**src/rtl/writeback_arbiter_pkg.sv**
```systemverilog
// Shared widths, writeback record and lane-qualify helper for the writeback arbiter.
package writeback_arbiter_pkg;

  localparam int unsigned GPR_ADDR_W = 5;
  localparam int unsigned DATA_W     = 32;

  typedef struct packed {
    logic [GPR_ADDR_W-1:0] rd;
    logic [DATA_W-1:0]     data;
  } wb_rec_t;

  // A lane result only reaches the register file if it is a real GPR write (not r0).
  function automatic logic lane_live(input logic valid, input logic we,
                                     input logic [GPR_ADDR_W-1:0] rd);
    return valid & we & (rd != '0);
  endfunction

endpackage

```
**src/rtl/wb_result_fifo.sv**
```systemverilog
// 1-push / 2-pop circular FIFO for long-latency results; exposes head and head+1.
module wb_result_fifo
  import writeback_arbiter_pkg::*;
#(
  parameter  int unsigned DEPTH = 4,
  localparam int unsigned PTR_W = $clog2(DEPTH),
  localparam int unsigned CNT_W = $clog2(DEPTH + 1)
) (
  input  logic             clk,
  input  logic             rst,
  input  logic             push,
  input  wb_rec_t          push_rec,
  input  logic             pop0,
  input  logic             pop1,
  output wb_rec_t          head_c,
  output wb_rec_t          head_next_c,
  output logic [CNT_W-1:0] count,
  output logic [CNT_W-1:0] count_nxt_c,
  output logic             ready
);

  wb_rec_t          mem [DEPTH];
  logic [PTR_W-1:0] wptr;
  logic [PTR_W-1:0] rptr;
  logic [CNT_W-1:0] n_pop;

  // pop1 is only ever raised together with pop0
  always_comb begin
    n_pop       = CNT_W'(pop0) + CNT_W'(pop1);
    count_nxt_c = count + CNT_W'(push) - n_pop;
  end

  // Ready comes from the registered count, so a full FIFO never pushes and pops together.
  always_ff @(posedge clk) begin
    if (rst) begin
      wptr  <= '0;
      rptr  <= '0;
      count <= '0;
      ready <= 1'b1;
    end else begin
      if (push) wptr <= wptr + PTR_W'(1);
      rptr  <= rptr + PTR_W'(n_pop);
      count <= count_nxt_c;
      ready <= (count_nxt_c != CNT_W'(DEPTH));
    end
  end

  always_ff @(posedge clk) begin
    if (push) mem[wptr] <= push_rec;
  end

  assign head_c      = mem[rptr];
  assign head_next_c = mem[rptr + PTR_W'(1)];

endmodule

```
**src/rtl/writeback_arbiter.sv**
```systemverilog
// Register-file writeback arbiter: two in-order EX2 lanes plus a queued long-latency
// unit share two registered write ports; port 1 always carries the younger value.
module writeback_arbiter
  import writeback_arbiter_pkg::*;
#(
  parameter int unsigned LU_DEPTH = 4
) (
  input  logic        clk,
  input  logic        rst,
  input  logic        eu0_valid,
  input  logic        eu0_we,
  input  logic [4:0]  eu0_rd,
  input  logic [31:0] eu0_data,
  input  logic        eu1_valid,
  input  logic        eu1_we,
  input  logic [4:0]  eu1_rd,
  input  logic [31:0] eu1_data,
  input  logic        lu_valid,
  output logic        lu_ready,
  input  logic [4:0]  lu_rd,
  input  logic [31:0] lu_data,
  output logic        write_en_0,
  output logic [4:0]  write_addr_0,
  output logic [31:0] write_data_0,
  output logic        write_en_1,
  output logic [4:0]  write_addr_1,
  output logic [31:0] write_data_1,
  output logic        lu_empty
);

  localparam int unsigned CNT_W = $clog2(LU_DEPTH + 1);

  logic             live0;
  logic             live1;
  logic             push;
  logic             pop0;
  logic             pop1;
  logic             have1;
  logic             have2;
  wb_rec_t          push_rec;
  wb_rec_t          head;
  wb_rec_t          head_next;
  logic [CNT_W-1:0] lu_count;
  logic [CNT_W-1:0] lu_count_nxt;

  wb_result_fifo #(.DEPTH(LU_DEPTH)) u_fifo (
    .clk         (clk),
    .rst         (rst),
    .push        (push),
    .push_rec    (push_rec),
    .pop0        (pop0),
    .pop1        (pop1),
    .head_c      (head),
    .head_next_c (head_next),
    .count       (lu_count),
    .count_nxt_c (lu_count_nxt),
    .ready       (lu_ready)
  );

  // Port allocation: lanes own their ports; the FIFO fills whatever is left.
  always_comb begin
    live0    = lane_live(eu0_valid, eu0_we, eu0_rd);
    live1    = lane_live(eu1_valid, eu1_we, eu1_rd);
    have1    = (lu_count != '0);
    have2    = (lu_count >= CNT_W'(2));
    push     = lu_valid & lu_ready & (lu_rd != '0);
    push_rec = '{rd: lu_rd, data: lu_data};
    pop0     = 1'b0;
    pop1     = 1'b0;
    case ({live0, live1})
      2'b00: begin
        pop0 = have1;
        pop1 = have2;
      end
      // head would land on port 1 and outrank eu0; hold it if it targets the same GPR
      2'b10:   pop0 = have1 & (head.rd != eu0_rd);
      2'b01:   pop0 = have1 & (head.rd != eu1_rd);
      default: ;
    endcase
  end

  // Registered write ports; address/data hold while a port is idle.
  always_ff @(posedge clk) begin
    if (rst) begin
      write_en_0   <= 1'b0;
      write_addr_0 <= '0;
      write_data_0 <= '0;
      write_en_1   <= 1'b0;
      write_addr_1 <= '0;
      write_data_1 <= '0;
      lu_empty     <= 1'b1;
    end else begin
      write_en_0 <= live0 | pop0;
      if (live0) begin
        write_addr_0 <= eu0_rd;
        write_data_0 <= eu0_data;
      end else if (pop0) begin
        write_addr_0 <= head.rd;
        write_data_0 <= head.data;
      end

      write_en_1 <= live1 | pop1 | (pop0 & live0);
      if (live1) begin
        write_addr_1 <= eu1_rd;
        write_data_1 <= eu1_data;
      end else if (pop1) begin
        write_addr_1 <= head_next.rd;
        write_data_1 <= head_next.data;
      end else if (pop0 & live0) begin
        write_addr_1 <= head.rd;
        write_data_1 <= head.data;
      end

      lu_empty <= (lu_count_nxt == '0) & ~pop0;
    end
  end

endmodule
```
**config.mk**
```make
export PLATFORM = sky130hd
export DESIGN_NAME = writeback_arbiter
export DESIGN_NICKNAME = d
export VERILOG_FILES = /design/src/rtl/writeback_arbiter_pkg.sv /design/src/rtl/wb_result_fifo.sv /design/src/rtl/writeback_arbiter.sv
export SDC_FILE = /design/constraint.sdc
export NUM_CORES = 1
export LEC_CHECK = 0
export CAP_MARGIN = 25
export CORE_ASPECT_RATIO = 1.2
export CORE_MARGIN = 8
export CORE_UTILIZATION = 30
export CTS_BUF_LIST = sky130_fd_sc_hd__clkbuf_16
export DETAILED_ROUTE_END_ITERATION = 10
export PLACE_DENSITY_LB_ADDON = 0.12
export SYNTH_ARGS = -nofsm -noshare
export SYNTH_HDL_FRONTEND = slang
export SYNTH_HIERARCHICAL = 1
export SYNTH_SLANG_ARGS = --single-unit
```
**constraint.sdc**
```tcl
create_clock -name clk -period 7.7 [get_ports clk]
set_input_delay 1.54 -clock clk [delete_from_list [all_inputs] [get_ports clk]]
set_output_delay 1.54 -clock clk [all_outputs]
set_load 0.05 [all_outputs]
```
# After elaboration in Yosys (flattened, before gate mapping)
# Memory sizes are Yosys's and may differ from the RTL's. A register that Yosys moved wholly into a read port is not among the register bits.
# Index checks and enable logic that the tools add are counted.
dict set report totals {
  elab_cells 61
  regBits 85
  in_bits 118
  mem_bits_rw 148
  n_memories 1
}
# name depth width read_ports rd_ports_with_merged_regs write_ports line
set memory_table {}
lappend memory_table {u_fifo.mem 4 37 2 1 1 wb_result_fifo.sv:22} ;# wb_rec_t mem [DEPTH];
dict set report classes {
  add_sub_neg 6
  eq_ne 5
  n_reduce_logical 8
  n_lt_le_gt_ge 1
  bitwise_logic 14
  n_mux 15
}
# operator count
set op_table {}
lappend op_table {{$mux 32} 5}
lappend op_table {{$mux 5} 5}
lappend op_table {{$reduce_bool 5->1} 3}
lappend op_table {{$and 1x1->1} 10}
lappend op_table {{$ne 5x5->1} 2}
lappend op_table {{$reduce_bool 3->1} 2}
lappend op_table {{$add 2x1->2 const B} 2}
lappend op_table {{$add 3x1->3} 1}
lappend op_table {{$ge 3x2->1 const B} 1}
lappend op_table {{$logic_not 3->1} 1}
lappend op_table {{$mux 1} 3}
lappend op_table {{$ne 3x3->1 const B} 1}
lappend op_table {{$or 1x1->1} 3}
lappend op_table {{$pmux 1 s3} 1}
lappend op_table {{$sub 3x3->3} 1}
lappend op_table {{$add 1x1->2} 1}
lappend op_table {{$add 2x2->2} 1}
lappend op_table {{$eq 2x1->1 const B} 1}
lappend op_table {{$eq 2x2->1 const B} 1}
lappend op_table {{$logic_not 2->1} 1}
lappend op_table {{$mux 2} 1}
lappend op_table {{$reduce_bool 2->1} 1}
lappend op_table {{$not 1->1} 1}

# Logic depth before layout (Yosys ltp)
dict set report logic_depth {
  word_depth 8
  ltp_mapped 20
}

# Hierarchy
# The synthesis kept the hierarchy.
# mod area_each_um2 seq_area_each_um2 cells_each instances
set modules_own_cells {}
lappend modules_own_cells {wb_result_fifo 6678.9 4604.4 278 1}
lappend modules_own_cells {writeback_arbiter 4222.8 1541.5 498 1}

# Worst setup path before layout
# No wires, ideal clock.
dict set report synth_timing {
  kind {input to register}
  startpoint {input port eu0_rd[1]}
  endpoint {register u_fifo.ready}
  path_stages 19
  t_arrival_ps 6126
  path_slack_ps 1439
  setup_ps 135
  required_ps 7565
  cell_sequence {or4_4 o211a_4 inv_2 clkbuf_1 ha_1 buf_2 mux2i_1 xnor2_1 or3_1 o221ai_2 buf_4 inv_1 ha_1 ha_1 inv_1 ha_1 fa_1 xnor3_2 or4b_1}
}
dict set report synth_between {
  elab_chain_len 7
  elab_cells_between_ends 12
}
# element line
set synth_lines {}
lappend synth_lines {{start, declared} writeback_arbiter.sv:12} ;# input logic [4:0] eu0_rd,
lappend synth_lines {{$reduce_bool 5->1} writeback_arbiter_pkg.sv:15} ;# return valid & we & (rd != '0);
lappend synth_lines {{$and 1x1->1} writeback_arbiter_pkg.sv:15}
lappend synth_lines {{$eq 2x1->1, or another cell as far along} writeback_arbiter.sv:70} ;# case ({live0, live1})
lappend synth_lines {{$pmux 1 s3 (*)} writeback_arbiter.sv:70}
lappend synth_lines {{named net pop0} writeback_arbiter.sv:36} ;# logic pop0;
lappend synth_lines {{$add 1x1->2 (*)} wb_result_fifo.sv:29} ;# n_pop = CNT_W'(pop0) + CNT_W'(pop1);
lappend synth_lines {{$sub 3x3->3 (*)} wb_result_fifo.sv:30} ;# count_nxt_c = count + CNT_W'(push) - n_pop;
lappend synth_lines {{named net lu_count_nxt[2]} writeback_arbiter.sv:44} ;# logic [CNT_W-1:0] lu_count_nxt;
lappend synth_lines {{$ne 3x3->1 (*)} wb_result_fifo.sv:44} ;# ready <= (count_nxt_c != CNT_W'(DEPTH));
lappend synth_lines {{end signal, assigned} wb_result_fifo.sv:44}
lappend synth_lines {{end, declared} wb_result_fifo.sv:19} ;# output logic ready
# Mark *: on every way through the listed nets, which the timed path passes. The rest lies on a longest branch.
# A chain may end at the register's enable or synchronous reset.

# Worst setup path after layout
# Same ends and word-level chain as after synthesis.

==> impl_metrics.csv <==
group,metric,value,unit
timing,rsz0062_at_grt,"false",
synth,ys_warn_count,6,
synth,synth_mux_area_frac,0.2246,
cts,clock-root-buffer,"clkbuf_16",
drt,drt_pass1_iterations,4,
synth,synthArstFlopShare,0,
synth,ys_types,46,
place,postPlaceCellArea,13220,µm²
timing,fin_crit_sh,0.7832,
cts,ctsResizeCount,0,
synth,synth_area_leaders,"edfxtp_1, dfxtp_1, mux4_2",
setup_path,r2r-start,"u_fifo/rptr[1]",
power,p_leak,4.888,nW
global_routing,grt_pass1_vias,7557,
place,dp_hpwl,21.27,mm
job,maxCapViolations,0,
place,portBuffers,195,
cts,cts.sinks,233,
synth,synth_top_area_frac,0.4077,
cts,cts_buffers,26,
drt,viasPerCell,4.881,
synth,synth_ff_type,"edfxtp_1",
cts,clk_transition_reported_paths,60,ps
finish,final_area,14040,µm²
timing,maxSlewViolCount,0,
drt,ant_nets,0,
worst_hold_path,hold_path.class,"reg2reg",
die,die-area,42720,µm²
synth,synthSimpleGateAreaFrac,0.06381,
synth,synth.avg_cell_area,14.05,µm²
die,std_cell_rows,76,
place,gp_congestion,0.7336,
setup_path,worstPathMaxFanout,13,
synth,syn_area,10900,µm²
timing,setup_tns,0,ps
cts,cts_tree,"done",
synth,ys_seq_area_frac,0.5638,
synth,synth_top_cell_by_area,"edfxtp_1",
synth,synth_fa_ha_area_frac,0.01561,
setup_path,r2r_end,"u_fifo/ready",
die,start_util,0.3041,
timing,hold_viol,0,
setup_path,crit_arrival,6430,ps
drt,drc,0,
timing,timing.fmax,165.8,MHz
drt,first_iter_violations,341,
setup_path,endpoint,"u_fifo/ready",
cts,insertion_delay,530,ps
drt,num_vias,7029,
global_routing,track_usage,0.1425,
global_routing,grt_max_degree,92,
cts,postCtsSetupRepairBufs,0,
drt,drt_wl_total,30.91,mm
setup_path,critPathRequiredTime,8100,ps
finish,area_growth,28.75,%
finish,n_fill_cell,3464,
cts,htreeDepth,1,
setup_path,r2r_setup_slack,2800,ps
setup_path,end_kind,"register",
die,ios,196,
global_routing,grt-ovfl-total,0,
finish,fin_nets,1082,
synth,synth_top_family_by_area,"multiplexers",
synth,yosysMostFrequentCell,"edfxtp_1",
drt,avgRoutedWirePerCell,21.47,µm
synth,synthCells,776,
synth,yosys.area_share.xor_xnor,0.009067,
setup_path,r2r_cells,13,
setup_path,worstSetupPathType,"in2reg",
setup_path,worstSetupStartpoint,"eu0_rd[1]",
timing,max_slew.worst_pin.slew,863.2,ps
synth,synth_nets,907,
setup_path,startpoint_type,"primary input",
timing,min_period,6031,ps
synth,synth-edff-count,148,
timing,fin_skew,11.18,ps
synth,yosys-top-cells-count,"edfxtp_1, dfxtp_1, o21ai_1",
timing,relSlewSlack,0.4245,
die,die_h,224.8,µm
global_routing,grt_pass1_wl,46.93,mm
synth,synth_compound_area_frac,0.08700,
cts,hold_buffers,0,
timing,setup_violations,0,
cts,cts_buffer_depth,3,
die,coreArea,35850,µm²
global_routing,antenna_found_initial,4,
power,cellPowerDensity,343.9,nW/µm²
die,fp.dieW,190.0,µm
synth,synth-seq-cells,233,
power,ir_drop,0.1305,mV
outcome,status,"complete, no violations",
finish,drive_gt1_frac,0.1432,
[registers in the layout, indices dropped and copies added (netlist names)]
signal,cells
write_addr_1,5
write_en_1,1
u_fifo/wptr,2
lu_empty,1
u_fifo/rptr,2
write_en_0,1
write_data_0,32
u_fifo/count,3
u_fifo/ready,1
write_data_1,32
write_addr_0,5
u_fifo/mem,148
[report_power, final]
group	switching (W)	internal [W]	total, W
clock network	0.000493	0.000695	0.00119
registers	0.000152	0.00153	0.00168
logic	0.00114	0.000812	0.00196
[cells by family after synthesis]
group / Yosys count
DFF: 233
AOI/OAI and AO/OA: 158
muxes: 152
and+or+nand+nor: 141
buffers and inverters: 71
adders and majority gates: 13
xor gates and xnor gates: 8
[cell type report]
type	instances	area, µm²	share of cell area
Tap cell	468	585.6	0.04172
Antenna cell	1	2.502	0.0001783
Sequential cell	233	6153	0.4384
Timing Repair Buffer	206	2032	0.1448
Multi-Input combinational cell	472	4403	0.3137
Clock buffer	27	675.6	0.04814
Clock inverter	21	138.9	0.009895
Inverter	12	45.04	0.003209
[worst min path at each step]
stage                     startpoint               end  slack [ps]  cells past startpoint
global placement     write_data_1[1]   write_data_1[1]         450                      2
global route         write_data_1[1]   write_data_1[1]         480                      2
finish              write_data_1[17]  write_data_1[17]         460                      2
CTS                  write_data_1[1]   write_data_1[1]         470                      2
floorplan             u_fifo/wptr[1]    u_fifo/wptr[1]         510                      2
detailed placement   write_data_1[3]   write_data_1[3]         460                      2
[cells in the final DEF (no fill, tap or decap), types with 2 or more instances in the layout]
master	n
a211oi_1	40
a221oi_1	2
and2_2	4
buf_4	12
bufinv_16	2
clkbuf_16	27
clkdlybuf4s50_1	194
clkinv_1	8
clkinv_2	3
dfxtp_1	83
dfxtp_4	2
edfxtp_1	148
ha_1	12
inv_1	18
mux2i_1	77
mux4_2	74
nand2_1	33
nand2b_1	36
nand3_1	2
nor2_1	45
nor2b_1	4
nor3_1	3
o21ai_0	26
o21ai_1	79
o311a_1	2
or3_1	3
xnor2_1	6
[metal layers]
metal,track usage,share of wire,vias to the layer above
met3,0.03145,0.053,31
met2,0.2419,0.49,158
met1,0.1820,0.44,3483
met4,0.03433,0.015,6
met5,0,0.0010,-
li1,-,-,3351
[per-stage QoR]
step	cells	total power (W)	setup WS, ps	utilization	hold WS [ps]
after CTS	1439	0.004921	1681	0.3915	468.3
after global routing	1439	0.005100	1502	0.3915	482.3
after floorplan	776	0.003082	1439	-	513.6
after global placement	1391	0.003700	1189	0.3687	453.9
after detailed placement	1391	0.003710	1112	0.3687	456.8
final	1440	0.004827	1669	0.3915	462.1
[worst max-delay path, stage by stage]
cell and delay [ps]:
clkdlybuf4s50_1 460, or4_4 550, o211a_4 270, inv_2 200, ha_1 360, mux2i_1 280, xnor2_1 100, or3_1 430
o221ai_4 180, inv_1 60, ha_1 320, ha_1 280, inv_1 40, ha_1 180, fa_1 350, xnor3_2 400
or4b_1 430
Note: power is estimated with default switching activity, not from simulation.
